File: src/rtl/edge_gen_pkg.sv
// rtl/edge_gen_pkg.sv - shared constants, state encoding and length helper for edge_gen
package edge_gen_pkg;

  localparam int CNT_W_DEF = 16;
  localparam int NUM_W_DEF = 8;

  typedef logic [1:0] state_t;

  localparam state_t ST_IDLE     = 2'd0;
  localparam state_t ST_ACTIVE   = 2'd1;
  localparam state_t ST_INACTIVE = 2'd2;

  // Phase counters count down to zero, so a length of N loads N-1; 0 behaves as 1.
  function automatic logic [31:0] eff_len(input logic [31:0] len);
    return (len == 32'd0) ? 32'd0 : len - 32'd1;
  endfunction

endpackage

File: src/rtl/edge_gen_cnt.sv
// rtl/edge_gen_cnt.sv - loadable down-counter with zero flag for phase timing
module edge_gen_cnt #(
  parameter int CNT_W = 16
) (
  input  logic             clk,
  input  logic             srst,
  input  logic             clr,
  input  logic             load,
  input  logic [CNT_W-1:0] load_val,
  input  logic             dec,
  output logic [CNT_W-1:0] count,
  output logic             zero
);

  always_ff @(posedge clk or posedge srst) begin
    if (srst) begin
      count <= '0;
    end else if (clr) begin
      count <= '0;
    end else if (load) begin
      count <= load_val;
    end else if (dec && (count != '0)) begin
      count <= count - CNT_W'(1);
    end
  end

  assign zero = (count == '0);

endmodule

File: src/rtl/edge_gen.sv
// rtl/edge_gen.sv - programmable pulse-burst generator with busy, done and edge marker
module edge_gen
  import edge_gen_pkg::*;
#(
  parameter int CNT_W = CNT_W_DEF,
  parameter int NUM_W = NUM_W_DEF
) (
  input  logic             clk,
  input  logic             srst,
  input  logic             start,
  input  logic [CNT_W-1:0] high_len,
  input  logic [CNT_W-1:0] low_len,
  input  logic [NUM_W-1:0] num_pulses,
  input  logic             idle_level,
  input  logic             abort,
  output logic             dout,
  output logic             busy,
  output logic             done,
  output logic             edge_p
);

  state_t           state, state_nxt;
  logic [NUM_W-1:0] pulse_cnt, pulse_nxt;
  logic [CNT_W-1:0] high_lat, low_lat;
  logic             idle_lat;

  logic             dout_nxt, busy_nxt, done_nxt, edge_nxt;
  logic             cfg_latch;
  logic             ph_clr, ph_load, ph_dec, ph_zero;
  logic [CNT_W-1:0] ph_val, ph_count;

  edge_gen_cnt #(.CNT_W(CNT_W)) u_phase_cnt (
    .clk      (clk),
    .srst     (srst),
    .clr      (ph_clr),
    .load     (ph_load),
    .load_val (ph_val),
    .dec      (ph_dec),
    .count    (ph_count),
    .zero     (ph_zero)
  );

  always_comb begin
    state_nxt = state;
    dout_nxt  = dout;
    busy_nxt  = busy;
    done_nxt  = 1'b0;
    edge_nxt  = 1'b0;
    pulse_nxt = pulse_cnt;
    cfg_latch = 1'b0;
    ph_clr    = 1'b0;
    ph_load   = 1'b0;
    ph_dec    = 1'b0;
    ph_val    = '0;

    case (state)
      ST_IDLE: begin
        dout_nxt = idle_level;
        busy_nxt = 1'b0;
        if (start && !abort) begin
          cfg_latch = 1'b1;
          if (num_pulses != '0) begin
            state_nxt = ST_ACTIVE;
            dout_nxt  = ~idle_level;
            busy_nxt  = 1'b1;
            ph_load   = 1'b1;
            ph_val    = CNT_W'(eff_len(32'(high_len)));
            pulse_nxt = num_pulses - NUM_W'(1);
          end else begin
            done_nxt  = 1'b1;
          end
        end
      end

      ST_ACTIVE, ST_INACTIVE: begin
        if (abort) begin
          state_nxt = ST_IDLE;
          dout_nxt  = idle_lat;
          busy_nxt  = 1'b0;
          ph_clr    = 1'b1;
          pulse_nxt = '0;
        end else if (!ph_zero) begin
          ph_dec = 1'b1;
        end else if (state == ST_INACTIVE) begin
          state_nxt = ST_ACTIVE;
          dout_nxt  = ~idle_lat;
          ph_load   = 1'b1;
          ph_val    = CNT_W'(eff_len(32'(high_lat)));
        end else if (pulse_cnt != '0) begin
          state_nxt = ST_INACTIVE;
          dout_nxt  = idle_lat;
          ph_load   = 1'b1;
          ph_val    = CNT_W'(eff_len(32'(low_lat)));
          pulse_nxt = pulse_cnt - NUM_W'(1);
        end else begin
          // Last pulse ends straight into idle: no trailing inactive phase.
          state_nxt = ST_IDLE;
          dout_nxt  = idle_lat;
          busy_nxt  = 1'b0;
          done_nxt  = 1'b1;
        end
      end

      default: begin
        state_nxt = ST_IDLE;
        dout_nxt  = idle_lat;
        busy_nxt  = 1'b0;
        ph_clr    = 1'b1;
        pulse_nxt = '0;
      end
    endcase

    // Idle-level tracking while resting in IDLE is not a generated edge.
    if ((state != ST_IDLE) || (state_nxt != ST_IDLE)) begin
      edge_nxt = dout_nxt ^ dout;
    end
  end

  always_ff @(posedge clk or posedge srst) begin
    if (srst) begin
      state     <= ST_IDLE;
      dout      <= 1'b0;
      busy      <= 1'b0;
      done      <= 1'b0;
      edge_p    <= 1'b0;
      pulse_cnt <= '0;
      high_lat  <= '0;
      low_lat   <= '0;
      idle_lat  <= 1'b0;
    end else begin
      state     <= state_nxt;
      dout      <= dout_nxt;
      busy      <= busy_nxt;
      done      <= done_nxt;
      edge_p    <= edge_nxt;
      pulse_cnt <= pulse_nxt;
      if (cfg_latch) begin
        high_lat <= high_len;
        low_lat  <= low_len;
        idle_lat <= idle_level;
      end
    end
  end

endmodule
File: config.mk
export PLATFORM = sky130hd
export DESIGN_NAME = edge_gen
export DESIGN_NICKNAME = d
export VERILOG_FILES = /design/src/rtl/edge_gen_pkg.sv /design/src/rtl/edge_gen_cnt.sv /design/src/rtl/edge_gen.sv
export SDC_FILE = /design/constraint.sdc
export NUM_CORES = 1
export LEC_CHECK = 0
export CAP_MARGIN = 20
export CELL_PAD_IN_SITES_DETAIL_PLACEMENT = 0
export CELL_PAD_IN_SITES_GLOBAL_PLACEMENT = 1
export CORE_MARGIN = 3
export CORE_UTILIZATION = 48
export CTS_CLUSTER_DIAMETER = 50
export DETAILED_ROUTE_END_ITERATION = 6
export GPL_ROUTABILITY_DRIVEN = 0
export PLACE_DENSITY_LB_ADDON = 0.1
export SYNTH_ARGS = -nofsm -noshare
export SYNTH_HDL_FRONTEND = slang
export SYNTH_SLANG_ARGS = --single-unit
File: constraint.sdc
create_clock -name clk -period 3.29 [get_ports clk]
set_input_delay 0.4935 -clock clk [delete_from_list [all_inputs] [get_ports clk]]
set_output_delay 0.4935 -clock clk [all_outputs]
set_load 0.005 [all_outputs]
==> out/results.ini, run 1 <==
[yosys]
synthFlopType = dfrtp_1
syn_nets = 566
yosysTopAreaCell = dfrtp_1
synth_area_per_cell_um2 = 9.02
ys_ff_latch = 63
yosysSeqAreaShare_pct = 34.3
ys_types = 69
synthTopCellsByArea = dfrtp_1 34%, mux2_2 8.3%, xor2_1 5.3%
yosysWarnings = 0
synth_edf_count = 0
yosysTopAreaCellShare_pct = 34.3
synth_cells = 510
synthesis.area_um2 = 4600
ys_async_sr_fraction_pct = 100

[sta]
rsz0062_at_grt = false
drv_slew = 0
timing.final.crit_period_ns = 2.74
whs_ns = 0.488
fin_skew_ns = 0.0162
worst_pin_slew_ns = 0.668
period_share_pct = 83.4
slew_headroom_pct = 55.4
setup_viol = 0
max_freq_mhz = 365
setup_ws_ns = 0.547
setup_tns_ns = 0
hold_viol = 0

[clocking]
cts_tree = done
cts_setup_buffers = 0
cts_made_buffers = 9
path_clk_slew_ns = 0.07
clk_latency_ns = 0.35
htreeDepth = 3
cts_hold_buf = 0
cts-root-buf = clkbuf_8
cts.repair.resized = 0
cts.path.max_buffers = 2
clock_sinks = 63

[finish]
final_cell_count_no_fill = 708
final_area_um2 = 5530
syn_to_final_growth_pct = 20.2
final_util_pct = 59.6
fill_cells = 843
drive_gt1_share_pct = 16.6
nNetsFinal = 630
n_antenna_cell = 0

[placed_design]
dp_slack_ns = 0.225
place_hpwl_mm = 9.69
dpl_cell_area_um2 = 5320
port_buffers = 48
dp.cells = 692

[pwr]
cellPowerDensity_nw_per_um2 = 822
leakagePower_nw = 2.21
power.total_mw = 4.55
max-vdd-ir-drop_mv = 0.335

[floorplanning]
core_um2 = 9280
die_area_um2 = 10800
io_pins = 49
rows = 35
die_x_um = 104
start_util_pct = 49.6
die_height_um = 104

[grt]
grt_usage_pct = 24.5
antenna_found_initial = 0
grt_max_degree = 37
grt_pass1_wl_mm = 21.4
grt-ovfl-total = 0
grt_pass1_vias = 4057

[drt]
dr.pass1.iters = 5
drtAntennaViolNets = 0
wl_per_cell_um = 18.3
routed_wl_mm = 13.0
post-route-drc-count = 0
avgViaCountPerCell = 5.98
num_vias = 4233
drtIter0Drc = 244

[worst_setup_path]
slowest_delay_ns = 0.41
crit_type = flip-flop to flip-flop
start_kind = flip-flop
r2r_slack_ns = 0.55
crit_arrival_ns = 2.98
path_cells = inv_1 -> ha_1 -> nor4b_1 -> and2_1 -> a31oi_2 -> buf_4 -> a21oi_1 -> o221ai_1 -> a32o_1
cp-end-kind = flip-flop
worstPathRequired_ns = 3.53
crit_slowest_cell = ha_1
cp_max_fo = 18

[run]
drv_cap = 0

[min_path]
hp-class = flip-flop to flip-flop

[run_status]
status = finished, final reports clean

-- path summary, 6_finish.rpt --
check / startpoint / endpoint / cells past startpoint
hold / removal: pulse_cnt[1]$_DFFE_PP0P_ / pulse_cnt[1]$_DFFE_PP0P_ / 2
setup / recovery: state[0]$_DFF_PP0_ / u_phase_cnt.count[8]$_DFFE_PP0P_ / 9
hold reg to reg: pulse_cnt[1]$_DFFE_PP0P_ / pulse_cnt[1]$_DFFE_PP0P_ / 2
max in group asynchronous: srst / u_phase_cnt.count[11]$_DFFE_PP0P_ / 3
setup reg to reg: state[0]$_DFF_PP0_ / u_phase_cnt.count[8]$_DFFE_PP0P_ / 9
min in group asynchronous: srst / done$_DFF_PP0_ / 2
-- metal layers --
layer	wire, um	vias to the layer above	track usage [%]
met5	0	-	0
met4	303	0	9.88
met3	692	21	3.97
met2	5430	142	33.7
met1	6560	2029	38.0
li1	-	2041	-
-- cell usage after synthesis (5+ instances only) --
| cell | n |
|---|---|
| xor2_1 | 28 |
| xnor2_1 | 14 |
| nand2_1 | 42 |
| nor2b_1 | 7 |
| and2_1 | 5 |
| clkbuf_1 | 10 |
| nor2_1 | 39 |
| nor4_1 | 10 |
| a31oi_1 | 7 |
| nand4_1 | 6 |
| a21oi_1 | 28 |
| o21ai_0 | 28 |
| a22oi_1 | 10 |
| a2bb2oi_1 | 5 |
| inv_1 | 18 |
| a221oi_1 | 8 |
| nand3_1 | 11 |
| ha_1 | 11 |
| mux2_2 | 34 |
| dfrtp_1 | 63 |
| nand2b_1 | 8 |
| nor3_1 | 25 |
| o31ai_1 | 6 |
| o21ai_1 | 6 |
-- layout make-up --
class	count	area, um^2	area share (%)
clock buffers	13	169	3.05
repair buffers	72	673	12.2
flip-flops and latches	63	1580	28.5
well taps	129	161	2.92
clock inverters	3	40.0	0.724
inverters	18	67.6	1.22
multi-input cells	410	2840	51.4
-- worst max-delay path, delay by kind of cell, from the launching register on --
kind / cells / cell delay (ns)
AOI/OAI and AO/OA: 4 / 0.79
and+or+nand+nor: 2 / 0.71
adders and majority gates: 1 / 0.41
DFF: 1 / 0.40
buffers and inverters: 2 / 0.33
-- registers in the layout, indices dropped and copies added, names as in the netlist --
signal             cells
u_phase_cnt.count     16
dout                   1
low_lat               16
idle_lat               1
pulse_cnt              8
done                   1
edge_p                 1
busy                   1
state                  2
high_lat              16
-- cells in the final DEF (no fill, tap or decap), types with 14 or more instances in the layout --
cell / count
dfrtp_1: 63
clkdlybuf4s50_1: 48
nand2_1: 42
nor2_1: 39
mux2_2: 34
a21oi_1: 28
xor2_1: 28
o21ai_0: 28
nor3_1: 25
buf_4: 23
inv_1: 17
xnor2_1: 14
-- cell families (layout without fill, tap and decap cells) --
| family | count (synthesis) | after routing | share of synthesized area (%) |
|---|---|---|---|
| fa+ha+maj | 11 | 11 | 2.99 |
| compound gates | 131 | 131 | 19.6 |
| simple gates | 190 | 190 | 22.5 |
| buf+inv | 37 | 106 | 3.92 |
| mux | 36 | 36 | 8.76 |
| xor+xnor | 42 | 42 | 8.00 |
| flops | 63 | 63 | 34.3 |
-- power breakdown --
group	internal, mW	switching (mW)	leakage [nW]
registers	1.13	0.463	0.779
clock network	0.410	0.315	0.109
logic	1.02	1.21	1.33
total	2.56	1.99	2.21
No activity file was read; power rests on OpenSTA's default activity.
==> run 2: changes to the inputs <==
--- a/config.mk
+++ b/config.mk
@@ -9,7 +9,7 @@
 export CELL_PAD_IN_SITES_DETAIL_PLACEMENT = 0
 export CELL_PAD_IN_SITES_GLOBAL_PLACEMENT = 1
 export CORE_MARGIN = 3
-export CORE_UTILIZATION = 48
+export CORE_UTILIZATION = 40
 export CTS_CLUSTER_DIAMETER = 50
 export DETAILED_ROUTE_END_ITERATION = 6
 export GPL_ROUTABILITY_DRIVEN = 0
==> constraint.sdc (replaced) <==
create_clock -name clk -period 2.2 [get_ports clk]
set_input_delay 0.33 -clock clk [delete_from_list [all_inputs] [get_ports clk]]
set_output_delay 0.33 -clock clk [all_outputs]
set_load 0.005 [all_outputs]
==> run 2 against run 1 <==
  * Non-clock buffer count up 153
  * The flow now finishes with violations (setup timing)
  * Sequential power rose by 37%
  * First-iteration DRC count is 26% higher
  * Sequential share of layout area is 7.0 points lower
  * Clock skew shrank 0.0043 ns
  * Final area grew 33%
  * Final cell count increased by 23%
  * Critical path depth unchanged
  * Setup slack got worse by 0.57 ns
==> out/results.ini, run 2 (synthesized netlist as in run 1, its figures left out) <==
[sta]
setup_ws_ns = -0.0234  ; -0.570 ns
period_share_pct = 101  ; +18 points
hold_viol = 0  ; unchanged
timing.final.crit_period_ns = 2.22  ; -0.520 ns
worst_pin_slew_ns = 0.439  ; -0.229 ns
fin_skew_ns = 0.0119  ; -0.00430 ns
drv_slew = 0  ; unchanged
setup_tns_ns = -0.0234  ; -0.0234 ns
setup_viol = 1  ; +1
rsz0062_at_grt = true
max_freq_mhz = 450  ; +23%
slew_headroom_pct = 70.5  ; +15 points

[pwr]
p_clk_share_pct = 14.1  ; -1.8 points
sw_frac_of_total_pct = 41.3  ; -2.4 points
max-vdd-ir-drop_mv = 0.686  ; +100%
switchingPower_mw = 3.71  ; +86%
p_int_mw = 5.26  ; +110%
seq_power_share_pct = 24.3  ; -11 points
leakagePower_nw = 3.16  ; +43%
cellPowerDensity_nw_per_um2 = 1220  ; +49%
p_comb_share_pct = 61.6  ; +13 points

[drt]
drtIter0Drc = 307  ; +26%
avgViaCountPerCell = 5.56  ; -7.0%
post-route-drc-count = 0  ; unchanged
wl_per_cell_um = 17.8  ; -3.1%
routed_wl_mm = 15.5  ; +19%
drtAntennaViolNets = 0  ; unchanged
dr.pass1.iters = 5  ; unchanged
num_vias = 4838  ; +14%

[grt]
grt_max_degree = 64  ; +73%
grt_usage_pct = 24.2  ; -0.30 points
grt_pass1_wl_mm = 24.3  ; +14%
antenna_found_initial = 0  ; unchanged
grt_pass1_vias = 4762  ; +17%
grt-ovfl-total = 0  ; unchanged

[floorplanning]
core_um2 = 11000  ; +19%
rows = 38  ; +8.6%
die_area_um2 = 12800  ; +19%
die_height_um = 113  ; +9.0%
start_util_pct = 41.7  ; -7.8 points
die_x_um = 113  ; +9.0%
io_pins = 49  ; unchanged

[worst_setup_path]
crit_arrival_ns = 2.45  ; -0.53 ns
reg2reg_from = low_lat[5]$_DFFE_PP0P_
start_kind = flip-flop
worst_r2r_endpoint = u_phase_cnt.count[11]$_DFFE_PP0P_
r2r_slack_ns = -0.02  ; -0.57 ns
reg2reg_depth = 9  ; unchanged
crit_type = flip-flop to flip-flop
worstPathRequired_ns = 2.42  ; -1.11 ns
endpoint = u_phase_cnt.count[11]$_DFFE_PP0P_
cp_max_fo = 7  ; -11
cp-end-kind = flip-flop
setup.worst_path.start = low_lat[5]$_DFFE_PP0P_

[placed_design]
dpl_cell_area_um2 = 6400  ; +20%
place_hpwl_mm = 11.7  ; +21%
port_buffers = 48  ; unchanged

[finish]
final_cell_mix = 163 x buf_4, 63 x dfrtp_1, 43 x clkdlybuf4s50_1
n_antenna_cell = 0  ; unchanged
final_common_cell = buf_4
drive_gt1_share_pct = 42.9  ; +26 points
fill_cells = 916  ; +8.7%
nNetsFinal = 784  ; +24%
final_area_um2 = 7340  ; +33%
reg_top3 = high_lat x16, low_lat x16, u_phase_cnt.count x16
syn_to_final_growth_pct = 59.5

[clocking]
cts_hold_buf = 0  ; unchanged
clock_sinks = 63  ; unchanged
cts.path.max_buffers = 2  ; unchanged
cts-root-buf = clkbuf_16
cts_made_buffers = 9  ; unchanged
clk_latency_ns = 0.34  ; about the same
path_clk_slew_ns = 0.06  ; about the same
cts_tree = done
htreeDepth = 3  ; unchanged

[run_status]
status = finished, violations left
failed_checks = setup timing

[run]
drv_cap = 0  ; unchanged

[min_path]
hp-class = input pin to async pin

run 2: cell types whose count changed in the layout (fill, tap and decap cells not counted), sizes merged:
cell,change
buf,+153
clkdlybuf4s50,-5
dlymetal6s2s,+3
clkbuf,-2
dlygate4sd2,+2
a31o,+1
bufinv,-1
run 2: what timing repair did:
item                       in CTS  in global routing
setup buffers                  10                  8
pin swaps                      17                 35
gates resized for setup        41                 69
gates cloned                    1                  0
setup endpoints to repair      26                 24
run 2: final cells by class:
type / count / area (um^2) / share of cell area, %
flip-flops and latches: 63 / 1580 / 21.5
clock inverters: 2 / 10.0 / 0.136
inverters: 18 / 67.6 / 0.921
clock buffers: 11 / 243 / 3.31
well taps: 140 / 175 / 2.39
multi-input cells: 411 / 3370 / 45.9
repair buffers: 225 / 1890 / 25.8
run 2: metrics by stage:
step / worst slack, ns / std cells / util (%) / hold WS [ns] / power, mW
after CTS: -0.00807 / 865 / 62.8 / 0.403 / 8.49
after global routing: -0.0857 / 870 / 66.5 / 0.430 / 9.55
after floorplan: -0.0192 / 510 / - / 0.449 / 4.59
after global placement: -0.705 / 842 / 58.0 / 0.463 / 6.81
final: -0.0234 / 870 / 66.5 / 0.371 / 8.96
after detailed placement: -0.719 / 842 / 58.0 / 0.493 / 6.88
run 2: routing by layer:
layer	vias to the layer above	track usage, %	wire [um]
li1	2351	-	-
met4	0	9.46	355
met5	-	0	0
met1	2321	34.1	7350
met3	27	3.58	761
met2	139	37.5	7000
run 2: power groups by stage:
stage          clock (mW)  combinational, mW  sequential [mW]
2_1_floorplan           0               2.41             2.18
3_3_place_gp            0               4.72             2.09
3_5_place_dp            0               4.77             2.12
4_1_cts              1.29               5.06             2.14
5_1_grt              1.34               5.96             2.25
6_report             1.26               5.52             2.18
run 2: worst max-delay path: stages, from the launching register on:
cell,delay [ns]
dfrtp_1,0.41
nor4_4,0.34
nand4b_1,0.16
buf_6,0.16
o41ai_4,0.21
buf_4,0.18
nor2_4,0.07
buf_6,0.12
a221o_1,0.32
a2bb2oi_2,0.13
run 2: how the worst min path moves through the flow:
stage | startpoint | endpoint | slack, ns | depth (start not counted)
floorplan | pulse_cnt[1]$_DFFE_PP0P_ | pulse_cnt[1]$_DFFE_PP0P_ | 0.45 | 2
global placement | pulse_cnt[1]$_DFFE_PP0P_ | pulse_cnt[1]$_DFFE_PP0P_ | 0.46 | 2
detailed placement | pulse_cnt[1]$_DFFE_PP0P_ | pulse_cnt[1]$_DFFE_PP0P_ | 0.49 | 2
CTS | srst | low_lat[12]$_DFFE_PP0P_ | 0.40 | 3
global route | srst | pulse_cnt[0]$_DFFE_PP0P_ | 0.43 | 3
finish | srst | low_lat[12]$_DFFE_PP0P_ | 0.37 | 3
==> edit 1: new RTL, settings of run 2 <==
Register the output `dout` once more, cleared by the reset; this adds one clock of latency there. The other outputs are not delayed to match.
--- a/src/rtl/edge_gen.sv
+++ b/src/rtl/edge_gen.sv
@@ -20,2 +20,4 @@
 );
+
+  logic dout_s0;
 
@@ -44,3 +46,3 @@
     state_nxt = state;
-    dout_nxt  = dout;
+    dout_nxt  = dout_s0;
     busy_nxt  = busy;
@@ -114,3 +116,3 @@
     if ((state != ST_IDLE) || (state_nxt != ST_IDLE)) begin
-      edge_nxt = dout_nxt ^ dout;
+      edge_nxt = dout_nxt ^ dout_s0;
     end
@@ -121,3 +123,3 @@
       state     <= ST_IDLE;
-      dout      <= 1'b0;
+      dout_s0   <= 1'b0;
       busy      <= 1'b0;
@@ -131,3 +133,3 @@
       state     <= state_nxt;
-      dout      <= dout_nxt;
+      dout_s0   <= dout_nxt;
       busy      <= busy_nxt;
@@ -144,2 +146,10 @@
 
+  always_ff @(posedge clk or posedge srst) begin
+    if (srst) begin
+      dout <= '0;
+    end else begin
+      dout <= dout_s0;
+    end
+  end
+
 endmodule
Function: changed (a bounded check fails within 4 cycles, from zero or initial values and one cycle with srst high).
==> edit 1 against run 2 <==
The run still ends with negative setup slack left; routed wire length is 7.5% higher; hold slack worse by 44 ps; combinational power is 14% higher; die area is 2.6% higher; maximum frequency is 9.5% lower; cell area is 6.3% higher; area after synthesis is 2.8% higher; first-iteration DRC count is 18% higher; sequential cell count is 1 higher; non-clock buffer count is 27 higher; power is 11% higher; setup slack worse by 230 ps; sequential power is 5% lower; clock power is 23% higher; largest power group unchanged; highest routed layer unchanged.
==> edit 1: results (changes against run 2) <==
placed cells=864 (was 842); status=finished with violations (unchanged); worst-margin pin slew=507 ps (was 439 ps); failing checks=negative setup slack (unchanged); Setup-failing EPs final=17 (was 1); worst setup margin=-257 ps (was -23.4 ps); nets=813 (was 784); Worst Path Arrival=2680 ps (was 2450 ps); Post-synth top cells=64 x dfrtp_1, 44 x nand2_1, 34 x nor2_1 (was 63 x dfrtp_1, 42 x nand2_1, 39 x nor2_1); synthesized net count=575 (was 566); vias in the first global route=5114 (was 4762); Vias/cell=5.66 (was 5.56); synth unique cells=70 (was 69); Syn Area/Cell=9.11 um2 (was 9.02 um2); leak pwr=3.30 nW (was 3.16 nW); Switch Pwr=3.99 mW (was 3.71 mW); total wire length=16.6 mm (was 15.5 mm); Max VDD drop=876 uV (was 686 uV); Synth Area in Compound Gates=0.217 (was 0.196); GRT Overall Usage=0.259 (was 0.242); critical path fanouts, max=3 (was 7); Area after DPL=6720 um2 (was 6400 um2); adder-cell share of the synthesized area=0.0291 (was 0.0299); slowest CP cell=or4_4 (was dfrtp_1); first-pass GRT wire length=26.7 mm (was 24.3 mm); XOR/XNOR Fraction of Synth Area=0.0870 (was 0.0800)
[edit 1: cell type report]
type / count / area, um2
well taps: 143 / 179
flip-flops and latches: 64 / 1600
multi-input cells: 406 / 3490
repair buffers: 252 / 2120
clock buffers: 9 / 225
clock inverters: 7 / 96.3
fillers: 880 / 3670
inverters: 24 / 90.1
[edit 1: per-stage QoR]
stage | worst slack, ps | setup TNS [ps] | hold WS, ps
2_1_floorplan | -186 | -1020 | 395
3_3_place_gp | -388 | -8640 | 419
3_5_place_dp | -523 | -10240 | 432
4_1_cts | -213 | -1480 | 340
5_1_grt | -352 | -3860 | 374
6_report | -257 | -2270 | 327
[edit 1: path summary, 6_finish.rpt]
path                             startpoint              endpoint  slack [ps]  cells past startpoint
max in group asynchronous              srst                  dout        1250                      3
worst min-delay path                   srst            low_lat[9]         330                      2
min in group clk                    dout_s0                  dout         440                      0
worst min register to register      dout_s0                  dout         440                      0
worst max register to register  high_lat[6]  u_phase_cnt.count[5]        -260                      7
worst max-delay path            high_lat[6]  u_phase_cnt.count[5]        -260                      7
[edit 1: power by group through the flow]
stage               Sequential [mW]  Combinational [mW]  Clock (mW)
global route                   2.13                6.77        1.62
global placement               2.05                4.99           0
detailed placement             2.07                5.06           0
floorplan                      2.21                2.63           0
finish                         2.07                6.30        1.55
CTS                            2.07                5.64        1.58
[edit 1: what timing repair did]
action / CTS / global route
gates cloned: 2 / 1
endpoints found under the setup margin: 23 / 25
pin swaps: 36 / 39
buffers inserted: 16 / 12
gates resized for setup: 74 / 55
[edit 1: routing by layer]
metal	up-vias	part of all wire
met4	0	0.023
li1	2447	-
met5	-	0
met2	175	0.49
met3	27	0.050
met1	2473	0.43
[edit 1: kinds of logic after synthesis]
logic type               count (synthesis)
AND/OR/NAND/NOR                        176
AO/OA/AOI/OAI                          138
flip-flops                              64
buffers and inverters                   50
XOR/XNOR                                47
multiplexers                            33
adder cells (fa/ha/maj)                 11
[edit 1: worst reg2reg max path, delay by kind of cell, from the launching register on]
kind            cells  cell delay [ps]
buf+inv             1              200
compound gates      5             1180
simple gates        1              580
flops               1              380
==> edit 2: new RTL, settings of run 2 <==
Made on the original files. Set the package constant `CNT_W_DEF` to 32 (it was 16).
--- a/src/rtl/edge_gen_pkg.sv
+++ b/src/rtl/edge_gen_pkg.sv
@@ -3,3 +3,3 @@
 
-  localparam int CNT_W_DEF = 16;
+  localparam int CNT_W_DEF = 32;
   localparam int NUM_W_DEF = 8;
Interface: changed (resized high_len and low_len); port bits go from 49 to 81. No check against the original RTL was run, so the function may have changed too.
==> edit 2 against run 2 <==
The run still ends with negative setup slack left; routed wire length rose by 100%; area after synthesis rose by 73%; largest power group unchanged; clock skew fell by 0.74 ps; highest routed layer unchanged; synthesized cell count rose by 77%; first-iteration DRC count rose by 130%; core utilization rose by 2.7 points; cell area rose by 81%; via count rose by 85%; die area rose by 69%; setup slack got worse by 270 ps; power rose by 90%; sequential cell count rose by 48.
==> edit 2: results (changes against run 2) <==
largest registers=high_lat (32), low_lat (32), u_phase_cnt.count (32) (was high_lat (16), low_lat (16), u_phase_cnt.count (16)); Worst Path Arrival=2740 ps (was 2450 ps); worst setup margin=-295 ps (was -23.4 ps); Combinational Power Share=0.678 (was 0.616); overall power=17.0 mW (was 8.96 mW); clk_skew=11.2 ps (was 11.9 ps); nets=1377 (was 784); worst flop-to-flop path startpoint=u_phase_cnt.count[29] (was low_lat[5]); GRT Overall Usage=0.276 (was 0.242); XOR/XNOR Fraction of Synth Area=0.0979 (was 0.0800); dpl hpwl=22.2 mm (was 11.7 mm); Post-synth top cells=111 x dfrtp_1, 77 x nor2_1, 64 x mux2_2 (was 63 x dfrtp_1, 42 x nand2_1, 39 x nor2_1); Hold WS=482 ps (was 371 ps); Setup-failing EPs final=43 (was 1); max_slew headroom=0.570 (was 0.705); Area after DPL=11300 um2 (was 6400 um2); Detailed Routing Iterations Pass 1=7 (was 5); Skew-Pair Late Insertion Delay=360 ps (was 340 ps); synthesized net count=992 (was 566); Non-CTS inverters=23 (was 18); IO Port Bufs=80 (was 48); multi-input logic area=6080 um2 (was 3370 um2); Via Count=8970 (was 4838); Clock Sinks=111 (was 63); clock group power=1.67 mW (was 1.26 mW); NonClk Buf Share=0.278 (was 0.258); failing checks=negative setup slack (unchanged); critical path fanouts, max=5 (was 7); Synth Area in Compound Gates=0.176 (was 0.196); number of post-CTS setup repair buffers=41 (was 10); ranking of synthesized cells by area=dfrtp_1 35%, mux2_2 9.1%, xnor2_1 5.4%, xor2_1 4.4%, nor2_1 3.6% (was dfrtp_1 34%, mux2_2 8.3%, xor2_1 5.3%, nand2_1 3.4%, nor2_1 3.2%); pre-CTS worst setup slack=-707 ps (was -719 ps); adder-cell share of the synthesized area=0.0204 (was 0.0299); Switch Pwr=7.31 mW (was 3.71 mW); multiplexer share of the synthesized area=0.0918 (was 0.0876); first-pass GRT wire length=48.2 mm (was 24.3 mm); largest net degree at the start of global routing=112 (was 64); 1st-iter DRT viols=719 (was 307); Worst-path clk slew=80 ps (was 60 ps); Max VDD drop=660 uV (was 686 uV); status=finished with violations (unchanged); comb_multi_in=721 (was 411)
edit 2: cell count changes after synthesis, moves of 11 or more:
cell,run 2,this run
or3_1,3,18
or4_1,4,16
o21ai_0,28,57
nor4_1,10,45
xnor2_1,14,49
o22ai_1,3,27
nor3_1,25,36
a21oi_1,28,49
nand3_1,11,23
nor2_1,39,77
xor2_1,28,40
dfrtp_1,63,111
mux2_2,34,64
clkbuf_1,10,26
edit 2: worst max-delay path by stage:
stage / slack (ps) / depth (start not counted) / endpoint / from
6_report: -300 / 9 / u_phase_cnt.count[13] / u_phase_cnt.count[29]
5_1_grt: -380 / 13 / u_phase_cnt.count[21] / u_phase_cnt.count[0]
4_1_cts: -250 / 8 / u_phase_cnt.count[18] / low_lat[22]
3_5_place_dp: -710 / 9 / u_phase_cnt.count[10] / high_len[21]
3_3_place_gp: -660 / 9 / u_phase_cnt.count[27] / high_len[20]
2_1_floorplan: -250 / 11 / u_phase_cnt.count[18] / state[1]
edit 2: metal layers:
metal	GRT usage	wire length (um)	part of all wire	vias to the layer above
met3	0.0336	1720	0.056	77
met2	0.481	15500	0.50	358
met5	0	0	0	-
met4	0.0881	954	0.031	0
met1	0.357	12700	0.41	4394
li1	-	-	-	4141
edit 2: metrics by stage:
stage | cells | util
2_1_floorplan | 902 | -
3_3_place_gp | 1479 | 0.591
3_5_place_dp | 1479 | 0.591
4_1_cts | 1540 | 0.666
5_1_grt | 1552 | 0.692
6_report | 1552 | 0.692
edit 2: critical path, cell delays in order (launching register included):
cell and delay, ps:
dfrtp_1 400, or4_4 560, or2_4 280, buf_6 130, o31ai_4 270, buf_4 160
nor2_4 60, a21oi_2 190, a31oi_4 60, a221o_1 270
